**config.mk**
```make
export PLATFORM = sky130hd
export DESIGN_NAME = mem_arbiter
export DESIGN_NICKNAME = d
export VERILOG_FILES = /design/src/rtl/mem_arbiter.sv
export SDC_FILE = /design/constraint.sdc
export NUM_CORES = 1
export LEC_CHECK = 0
export BUFFER_PORTS_ARGS = -buffer_cell sky130_fd_sc_hd__buf_2
export CAP_MARGIN = 0
export CORE_ASPECT_RATIO = 0.9
export CORE_MARGIN = 4
export CORE_UTILIZATION = 23
export CTS_CLUSTER_SIZE = 24
export DETAILED_ROUTE_END_ITERATION = 6
export GPL_TIMING_DRIVEN = 0
export PLACE_DENSITY = 0.54
export SLEW_MARGIN = 20
export SYNTH_ARGS = -nofsm -noshare
export SYNTH_HDL_FRONTEND = slang
export SYNTH_SLANG_ARGS = --single-unit
export TNS_END_PERCENT = 50
```
**constraint.sdc**
```tcl
create_clock -name clk -period 4.42 [get_ports clk]
set_input_delay 0.442 -clock clk [delete_from_list [all_inputs] [get_ports clk]]
set_output_delay 0.442 -clock clk [all_outputs]
set_load 0.01 [all_outputs]
```
**src/rtl/mem_arbiter.sv**
```systemverilog
// Two-port (CPU / IP) arbiter onto a single-cycle data memory: grant -> mem_en next cycle -> ack after that.
// Fixed CPU priority by default; define DMEM_ARB_RR_EN for a 1-bit round-robin pointer.
module mem_arbiter #(
   parameter int AW = 10,
   parameter int DW = 32
) (
   input  logic          clk,
   input  logic          rst,
   input  logic          cpu_req,
   input  logic          cpu_we,
   input  logic [AW-1:0] cpu_addr,
   input  logic [DW-1:0] cpu_wdata,
   output logic [DW-1:0] cpu_rdata,
   output logic          cpu_ack,
   input  logic          ip_req,
   input  logic          ip_we,
   input  logic [AW-1:0] ip_addr,
   input  logic [DW-1:0] ip_wdata,
   output logic [DW-1:0] ip_rdata,
   output logic          ip_ack,
   output logic          mem_en,
   output logic          mem_we,
   output logic [AW-1:0] mem_addr,
   output logic [DW-1:0] mem_wdata,
   input  logic [DW-1:0] mem_rdata,
   output logic          owner
);

   typedef enum logic [1:0] {IDLE, ISSUE, RESP} state_t;

   state_t        state_q;
   logic          owner_q;
   logic          mem_en_q;
   logic          mem_we_q;
   logic [AW-1:0] mem_addr_q;
   logic [DW-1:0] mem_wdata_q;
   logic          cpu_ack_q;
   logic          ip_ack_q;
   logic [DW-1:0] cpu_rdata_q;
   logic [DW-1:0] ip_rdata_q;

   logic          idle_win;
   logic          grant_vld;
   logic          grant_sel;

`ifdef DMEM_ARB_RR_EN
   logic          rr_q;

   // rr_q names the requester that wins a tie: the one not granted last.
   always_comb idle_win = (cpu_req && ip_req) ? rr_q : ip_req;
`else
   always_comb idle_win = ~cpu_req;
`endif

   // In RESP only the other requester may be chained; the current winner is masked.
   always_comb begin
      grant_vld = 1'b0;
      grant_sel = 1'b0;
      case (state_q)
         IDLE: begin
            grant_vld = cpu_req | ip_req;
            grant_sel = idle_win;
         end
         RESP: begin
            grant_vld = owner_q ? cpu_req : ip_req;
            grant_sel = ~owner_q;
         end
         default: ;
      endcase
   end

   always_ff @(posedge clk or posedge rst) begin
      if (rst) begin
         state_q     <= IDLE;
         owner_q     <= 1'b0;
         mem_en_q    <= 1'b0;
         mem_we_q    <= 1'b0;
         mem_addr_q  <= '0;
         mem_wdata_q <= '0;
         cpu_ack_q   <= 1'b0;
         ip_ack_q    <= 1'b0;
         cpu_rdata_q <= '0;
         ip_rdata_q  <= '0;
`ifdef DMEM_ARB_RR_EN
         rr_q        <= 1'b0;
`endif
      end else begin
         mem_en_q  <= 1'b0;
         mem_we_q  <= 1'b0;
         cpu_ack_q <= 1'b0;
         ip_ack_q  <= 1'b0;

         if (grant_vld) begin
            owner_q     <= grant_sel;
            mem_en_q    <= 1'b1;
            mem_we_q    <= grant_sel ? ip_we    : cpu_we;
            mem_addr_q  <= grant_sel ? ip_addr  : cpu_addr;
            mem_wdata_q <= grant_sel ? ip_wdata : cpu_wdata;
`ifdef DMEM_ARB_RR_EN
            rr_q        <= ~grant_sel;
`endif
         end

         if (state_q == RESP) begin
            if (owner_q) ip_rdata_q  <= mem_rdata;
            else         cpu_rdata_q <= mem_rdata;
         end

         case (state_q)
            IDLE:  if (grant_vld) state_q <= ISSUE;
            ISSUE: begin
               state_q   <= RESP;
               cpu_ack_q <= ~owner_q;
               ip_ack_q  <= owner_q;
            end
            RESP:    state_q <= grant_vld ? ISSUE : IDLE;
            default: state_q <= IDLE;
         endcase
      end
   end

   assign mem_en    = mem_en_q;
   assign mem_we    = mem_we_q;
   assign mem_addr  = mem_addr_q;
   assign mem_wdata = mem_wdata_q;
   assign cpu_ack   = cpu_ack_q;
   assign ip_ack    = ip_ack_q;
   assign owner     = owner_q;
   // Memory data arrives in the ack cycle itself; the _q copy holds it afterwards.
   assign cpu_rdata = cpu_ack_q ? mem_rdata : cpu_rdata_q;
   assign ip_rdata  = ip_ack_q  ? mem_rdata : ip_rdata_q;

endmodule

```
Yosys cells after proc, flatten, opt, wreduce, memory -nomap -nowiden
Cells that the tools add are included.
{"block": "word_totals", "ff_bits": 113, "in_bits": 122}
{"block": "classes", "reduce_logical": 3, "n_mux": 15, "n_bitwise": 3, "eq_ne": 3}
{"operator": "32-bit two-way mux", "n": 3}
{"operator": "10-bit two-way mux", "n": 1}
{"operator": "1-bit two-way mux", "n": 7}
{"operator": "2-bit case mux with 3 select lines", "n": 1}
{"operator": "1-bit case mux with 2 select lines", "n": 2}
{"operator": "2-bit AND reduction", "n": 2}
{"operator": "2-bit by 1-bit == test with 1-bit output (second input constant)", "n": 1}
{"operator": "2-bit == test (second input constant)", "n": 1}
{"operator": "2-bit zero test", "n": 1}
{"operator": "2-bit two-way mux", "n": 1}
{"operator": "2-bit != test (second input constant)", "n": 1}
{"operator": "1-bit NOT", "n": 2}
{"operator": "1-bit OR", "n": 1}

Depth between registers and ports, before layout
Gate-level depths: netlist (run 1).
{"block": "depth", "word_depth": 4, "mapped_depth": 6, "depth_no_buf": 3}

Worst setup path after synthesis (run 1)
Ideal clock, no wire load.
{"block": "synth_timing", "path_kind": "register to register", "start": "register owner_q, in the netlist owner", "end": "register mem_wdata_q[18], in the netlist mem_wdata[18]", "setup_slack_ns": 2.544, "setup_time_ns": 0.125, "required_ns": 4.295, "path_stages_with_launch": 6, "arrival_time_ns": 1.751, "period_less_slack_ns": 1.876, "cell_sequence": "dfrtp_1 > buf_4 > mux2i_1 > a211oi_4 > buf_4 > mux2_2"}
{"block": "synth_between", "elab_chain_cells": 3, "word_cells_on_any_way": 5, "classes_between": "mux: 4; bitwise: 1"}
{"element": "from (decl)", "line_no": "32", "rtl": "logic owner_q;"}
{"element": "from (signal assigned)", "line_no": "94", "rtl": "owner_q <= grant_sel;"}
{"element": "1-bit NOT", "line_no": "66", "rtl": "grant_sel = ~owner_q;"}
{"element": "1-bit case mux with 2 select lines", "line_no": "59", "rtl": "case (state_q)"}
{"element": "32-bit two-way mux", "line_no": "98", "rtl": "mem_wdata_q <= grant_sel ? ip_wdata : cpu_wdata;"}
{"element": "to (signal assigned)", "line_no": "98"}
{"element": "to (decl)", "line_no": "36", "rtl": "logic [DW-1:0] mem_wdata_q;"}
Parallel ways exist; a longest one is shown, timed or not.
A chain may end at the register's enable or synchronous reset.

Final worst setup path (run 1)
{"block": "layout_timing", "start": "register cpu_ack_q, in the netlist cpu_ack", "end": "output port cpu_rdata[27]"}
{"block": "layout_between", "elab_chain_cells": 1}
{"element": "from (decl)", "line_no": "37", "rtl": "logic cpu_ack_q;"}
{"element": "from (signal assigned)", "line_no": "113", "rtl": "cpu_ack_q <= ~owner_q;"}
{"element": "32-bit two-way mux", "line_no": "130", "rtl": "assign cpu_rdata = cpu_ack_q ? mem_rdata : cpu_rdata_q;"}
{"element": "to (decl)", "line_no": "13", "rtl": "output logic [DW-1:0] cpu_rdata,"}
No other way between the ends.

==> results of run 1 <==
cell usage after synthesis:
master / n
nor2b_1: 2
dfrtp_1: 113
and2_1: 1
mux2_2: 213
buf_2: 6
a21boi_0: 1
nor3b_2: 1
inv_1: 1
mux2_1: 1
nor2_1: 2
buf_6: 8
buf_1: 6
o21ai_0: 1
a211oi_1: 1
a211oi_4: 1
mux2i_1: 1
clkbuf_1: 3
or3b_1: 1
nand3b_1: 1
buf_4: 2
worst max path at each step:
stage                 startpoint                         end  slack (ns)  cells past startpoint
5_1_grt        cpu_ack$_DFF_PP0_               cpu_rdata[16]        1.68                      4
6_report       cpu_ack$_DFF_PP0_               cpu_rdata[27]        1.85                      4
4_1_cts         ip_ack$_DFF_PP0_                ip_rdata[11]        1.74                      4
2_1_floorplan                rst           cpu_ack$_DFF_PP0_        0.99                      1
3_3_place_gp                 rst  ip_rdata_q[23]$_DFFE_PP0P_       -0.81                      2
3_5_place_dp    ip_ack$_DFF_PP0_                ip_rdata[11]        2.18                      4
sequential cells by signal (all words and copies together) (netlist names):
signal / count
mem_wdata: 32
cpu_rdata_q: 32
owner: 1
mem_addr: 10
mem_we: 1
mem_en: 1
cpu_ack: 1
ip_rdata_q: 32
ip_ack: 1
state_q: 2
critical path, delay by kind of cell (launching register included):
family / cells / cell delay [ns]
flops: 1 / 0.33
buf+inv: 3 / 0.97
mux: 1 / 0.42
cells by family (layout without fill, tap and decap cells):
logic type             count (synthesis)  count (layout)  share of synthesized area [%]
AND/OR/NAND/NOR                        8               8                          0.998
AO/OA/AOI/OAI                          4               4                          0.726
buffers and inverters                 26             289                           3.13
multiplexers                         215             215                           43.9
flip-flops                           113             113                           51.3
per-stage QoR:
step / instance area (sq um) / setup WS [ns]
3_3_place_gp: 7050 / -0.808
6_report: 7610 / 1.85
4_1_cts: 7610 / 1.74
5_1_grt: 7610 / 1.68
2_1_floorplan: 5520 / 0.991
3_5_place_dp: 7090 / 2.18
where the power goes:
part / total [mW] / switching, mW / internal (mW)
combinational: 2.79 / 1.25 / 1.54
clock: 1.22 / 0.454 / 0.761
sequential: 1.80 / 0.233 / 1.57
total: 5.81 / 1.94 / 3.87
metal layers:
metal / routed length (um) / up-vias / global-route usage (%)
met5: 14 / - / 0
met4: 133 / 2 / 2.72
met3: 921 / 7 / 3.56
met2: 7080 / 120 / 18.4
met1: 6410 / 1857 / 13.8
li1: - / 1828 / -
cell type report:
cell class | instances | area share [%]
Buffer | 25 | 2.22
Clock buffer | 23 | 6.41
Clock inverter | 7 | 0.460
Inverter | 1 | 0.115
Multi-Input combinational cell | 227 | 33.0
Sequential cell | 113 | 37.2
Tap cell | 302 | 4.97
Timing Repair Buffer | 233 | 15.6
==> metrics.yaml, run 1 <==
status: "complete, no violations"
r2r_slack_ns: 2.39
hpwl_um: 10800
syn_area_sq_um: 5520
power_mw: 5.81
grt_max_degree: 71
reg2reg_depth: 5
cp.required_ns: 3.98
start_kind: "flop"
synth-seq-area-share_pct: 51.3
rows: 53
yosysTopAreaCell: "dfrtp_1"
r2r_end: "mem_wdata[22]$_DFFE_PP0P_"
cap_violations: 0
ir_drop_mv: 0.273
synth-seq-cells: 113
period_share_pct: 58.1
layout-drive-gt1-share_pct: 78.4
hold_buffers: 0
skew_ns: 0.00608
setup_tns_ns: 0
cts_tree: "yes"
vias_per_cell: 4.10
initial_core_util_pct: 23.5
antenna_found_initial: 1
multi_input_area_sq_um: 2510
wl_per_cell_um: 15.6
drv_slew: 0
dp_cells: 901
grt_pass1_vias: 4061
final_util_pct: 32.4
synth_warnings: 0
synth_cell_types: 20
cts_resized: 0
dieHeight_um: 155
die_w_um: 171
clock_sinks: 113
crit_path_cell_trace: "clkbuf_1 -> buf_1 -> mux2_2 -> buf_2"
cpPeakStageDelay_ns: 0.57
worstMarginPinSlew_ns: 0.690
rsz0062_at_grt: "no"
ios: 233
htree_num_levels: 4
crit_path_max_fanout: 10
hold_viol: 0
crit_type: "reg -> out"
nFillCells: 2421
hold_class: "in -> async"
cp-end-kind: "output port"
fmax_mhz: 389
track_usage_pct: 11.0
min_period_ns: 2.57
powerDensity_nw_per_um2: 764
numPortBuffers: 232
synth_nets: 488
cpMaxStageDelayCell: "buf_1"
leakage_nw: 3.49
place_congestion: 0.689
netlist_instances: 366
clk_latency_ns: 0.40
seq_area_sq_um: 2830
core_sq_um: 23500
area_growth_pct: 38.0
drcViolationCount: 0
ys_top_cells_by_area: "dfrtp_1, mux2_2, buf_6"
clockRootBuffer: "clkbuf_16"
grt_overflow: 0
die_area_sq_um: 26500
n_antenna_cell: 0
finalHoldWorstSlack_ns: 0.146
grt_pass1_wl_um: 22700
clk_path_buf_depth: 2
numCtsBuffers: 17
postCtsSetupBuffers: 0
wirelength_um: 14600
dr.pass1.iters: 4
layout_common_cells: "buf_2, mux2_2, dfrtp_1, clkbuf_16, buf_6"
r2r_start: "owner$_DFFE_PP0P_"
layout.cells.non_filler: 931
slew_headroom_pct: 54.0
clk_pin_slew_worst_paths_ns: 0.05
via_count: 3814
crit_arrival_ns: 2.13
drtIter0Drc: 106
avgSynthCellArea_sq_um: 15.1
setup_viol: 0
layout_commonest_cell: "buf_2"
synth_top_area_share_pct: 51.3
nNetsFinal: 740
ant_nets: 0
Power figures use the tool's default switching activity.
==> run 2, diff against run 1 <==
--- a/config.mk
+++ b/config.mk
@@ -5,6 +5,7 @@
 export SDC_FILE = /design/constraint.sdc
 export NUM_CORES = 1
 export LEC_CHECK = 0
+export ABC_AREA = 1
 export BUFFER_PORTS_ARGS = -buffer_cell sky130_fd_sc_hd__buf_2
 export CAP_MARGIN = 0
 export CORE_ASPECT_RATIO = 0.9
==> constraint.sdc (replaced) <==
create_clock -name clk -period 2.6 [get_ports clk]
set_input_delay 0.26 -clock clk [delete_from_list [all_inputs] [get_ports clk]]
set_output_delay 0.26 -clock clk [all_outputs]
set_load 0.01 [all_outputs]
==> metrics.yaml, run 2 <==
path_depth: 5  # +1
final_util_pct: 32.9  # +0.45 points
cp.required_ns: 2.34  # -1.64 ns
fmax_mhz: 407
clock_sinks: 113  # unchanged
ios: 233  # unchanged
via_count: 5825  # +53%
hold_class: "in -> reg"
clk_path_buf_depth: 2  # unchanged
r2r_slack_ns: 1.06  # -1.33 ns
syn_area_sq_um: 5800  # +5.2%
area_growth_pct: 38.9
clockRootBuffer: "clkbuf_16"
cp-end-kind: "output port"
wl_per_cell_um: 15.0  # -4.3%
track_usage_pct: 14.2  # +3.2 points
r2r_start: "owner$_DFFE_PP0P_"
dieHeight_um: 159  # +2.5%
cts_tree: "yes"
start_kind: "flop"
htree_num_levels: 4  # unchanged
leakage_nw: 4.33  # +24%
p_seq_share_pct: 28.1  # -2.9 points
reg2reg_depth: 4  # -1
r2r_end: "cpu_rdata_q[24]$_DFFE_PP0N_"
crit_path_end: "ip_rdata[24]"
crit_arrival_ns: 2.20  # +0.07 ns
ant_nets: 0  # unchanged
grt_overflow: 0  # unchanged
drtIter0Drc: 312  # +190%
synth.most_common_cell: "nand2_1"
layout-drive-gt1-share_pct: 31.8  # -47 points
yosysTopAreaCell: "dfrtp_1"
switching_share_pct: 43.1  # +9.7 points
n_antenna_cell: 0  # unchanged
cp_top_family: "buffers and inverters"
clk_pin_slew_worst_paths_ns: 0.05  # about the same
synth_ff_type: "dfrtp_1"
seq_area_sq_um: 2830  # unchanged
numCtsBuffers: 17  # unchanged
multi_input_area_sq_um: 2390  # -5.0%
hpwl_um: 15200  # +41%
rsz0062_at_grt: "yes"
drcViolationCount: 0  # unchanged
hold_start: "mem_rdata[28]"
pwr-share-comb_pct: 50.5  # +2.4 points
crit_buf_inv: 3  # unchanged
path_common_cell: "clkbuf_1"
worstMarginPinSlew_ns: 0.670  # -0.0202 ns
grt_pass1_wl_um: 31800  # +40%
die_area_sq_um: 27800  # +5.0%
synth_nets: 853  # +75%
synth-seq-cells: 113  # unchanged
skew_ns: 0.0123  # +0.00627 ns
design_area_sq_um: 8060  # +5.9%
die_w_um: 175  # +2.5%
grt_pass1_vias: 5703  # +40%
setup_tns_ns: 0  # unchanged
antenna_found_initial: 0  # -1
dr.pass1.iters: 5  # +1
min_period_ns: 2.46
ir_drop_mv: 0.419  # +54%
clk_latency_ns: 0.41  # about the same
netlist_instances: 731  # +100%
rows: 54  # +1.9%
ys_top_cells_by_area: "dfrtp_1, nand2_1, nand3_1"
synth_top_cells_by_count: "nand2_1, dfrtp_1, inv_1"
power_mw: 11.1  # +92%
core_sq_um: 24500  # +4.5%
synth-seq-area-share_pct: 48.7  # -2.6 points
initial_core_util_pct: 23.7  # +0.17 points
grt_max_degree: 33  # -54%
crit_path_cell_trace: "clkbuf_1 -> clkbuf_1 -> nor2_1 -> a21oi_1 -> buf_2"
nFillCells: 2696  # +11%
place_congestion: 0.763  # +11%
ys_async_sr_fraction_pct: 100  # unchanged
cap_violations: 0  # unchanged
p_clk_share_pct: 21.4  # +0.5 points
status: "complete, no violations"
synth_top_area_share_pct: 48.7  # -2.6 points
switchingPower_mw: 4.80  # +150%
layout_commonest_cell: "buf_2"
cpPeakStageDelay_ns: 0.52  # -0.05 ns
worstSetupStartpoint: "ip_ack$_DFF_PP0_"
vias_per_cell: 4.36  # +6.5%
period_share_pct: 94.6
cpMaxStageDelayCell: "clkbuf_1"
slew_headroom_pct: 55.2  # +1.3 points
layout_common_cells: "buf_2, nand2_1, dfrtp_1, inv_1, nand3_1"
avgSynthCellArea_sq_um: 7.94  # -47%
powerDensity_nw_per_um2: 1380  # +81%
numPortBuffers: 232  # unchanged
drv_slew: 0  # unchanged
wirelength_um: 20000  # +37%
setup_viol: 0  # unchanged
internal_power_mw: 6.35  # +64%
crit_type: "reg -> out"
synth_warnings: 0  # unchanged
synth_edf_count: 0  # unchanged
crit_path_max_fanout: 10  # unchanged
hold_viol: 0  # unchanged
synth_cell_types: 24  # +20%
placed_cell_area_sq_um: 7450  # +5.1%
nNetsFinal: 1108  # +50%
[run 2: worst register-to-register path, delay by kind of cell (launching register included)]
family,cells,cell delay [ns]
AOI/OAI and AO/OA,1,0.17
buffers and inverters,2,0.58
and+or+nand+nor,1,0.19
DFF,1,0.46
[run 2: layer usage]
layer	up-vias	wire length (um)	share of wire, %	GRT usage (%)
met4	0	278	1.4	3.97
li1	2868	-	-	-
met2	155	9100	46	22.0
met3	15	909	4.6	2.85
met5	-	0	0	0
met1	2787	9680	48	20.2
[run 2: stage by stage]
stage / hold WS, ns / setup slack, ns / cells
after detailed placement: 0.396 / 0.542 / 1302
after global routing: 0.157 / -0.0180 / 1335
after global placement: 0.466 / 0.0206 / 1299
after floorplan: 0.446 / 0.969 / 731
after CTS: 0.127 / 0.0776 / 1335
final: 0.148 / 0.140 / 1335
[run 2: cell type report]
cell class              count  area share [%]
repair buffers            236            15.3
flip-flops and latches    113            35.1
clock buffers              22            5.76
plain buffers              51            3.63
well taps                 336            5.22
inverters                  79            3.73
clock inverters            10            1.66
multi-input cells         488            29.6
[run 2: logic make-up after synthesis]
| logic type | synth area share [%] |
|---|---|
| buffers and inverters | 10.1 |
| AOI/OAI and AO/OA | 11.4 |
| DFF | 48.7 |
| and+or+nand+nor | 29.8 |
[run 2: how the worst min path moves through the flow]
stage / to / slack (ns) / depth (start not counted)
floorplan: ip_rdata_q[28]$_DFFE_PP0P_ / 0.45 / 2
global placement: cpu_rdata_q[29]$_DFFE_PP0N_ / 0.47 / 2
detailed placement: ip_rdata_q[6]$_DFFE_PP0P_ / 0.40 / 2
CTS: ip_rdata_q[28]$_DFFE_PP0P_ / 0.13 / 3
global route: ip_rdata_q[3]$_DFFE_PP0P_ / 0.16 / 3
finish: ip_rdata_q[28]$_DFFE_PP0P_ / 0.15 / 3
[run 2: timing repair]
item	4_1_cts	5_1_grt
buffers inserted	0	0
endpoints found under the setup margin	0	3
hold buffers	1	0
hold endpoints to repair	26	0
gates resized for setup	0	4
[run 2: power groups by stage]
stage / logic (mW) / clock network, mW / registers, mW
floorplan: 3.36 / 0 / 3.26
global placement: 5.67 / 0 / 3.15
detailed placement: 5.73 / 0 / 3.15
CTS: 5.75 / 2.46 / 3.13
global route: 6.34 / 2.54 / 3.24
finish: 5.63 / 2.39 / 3.13
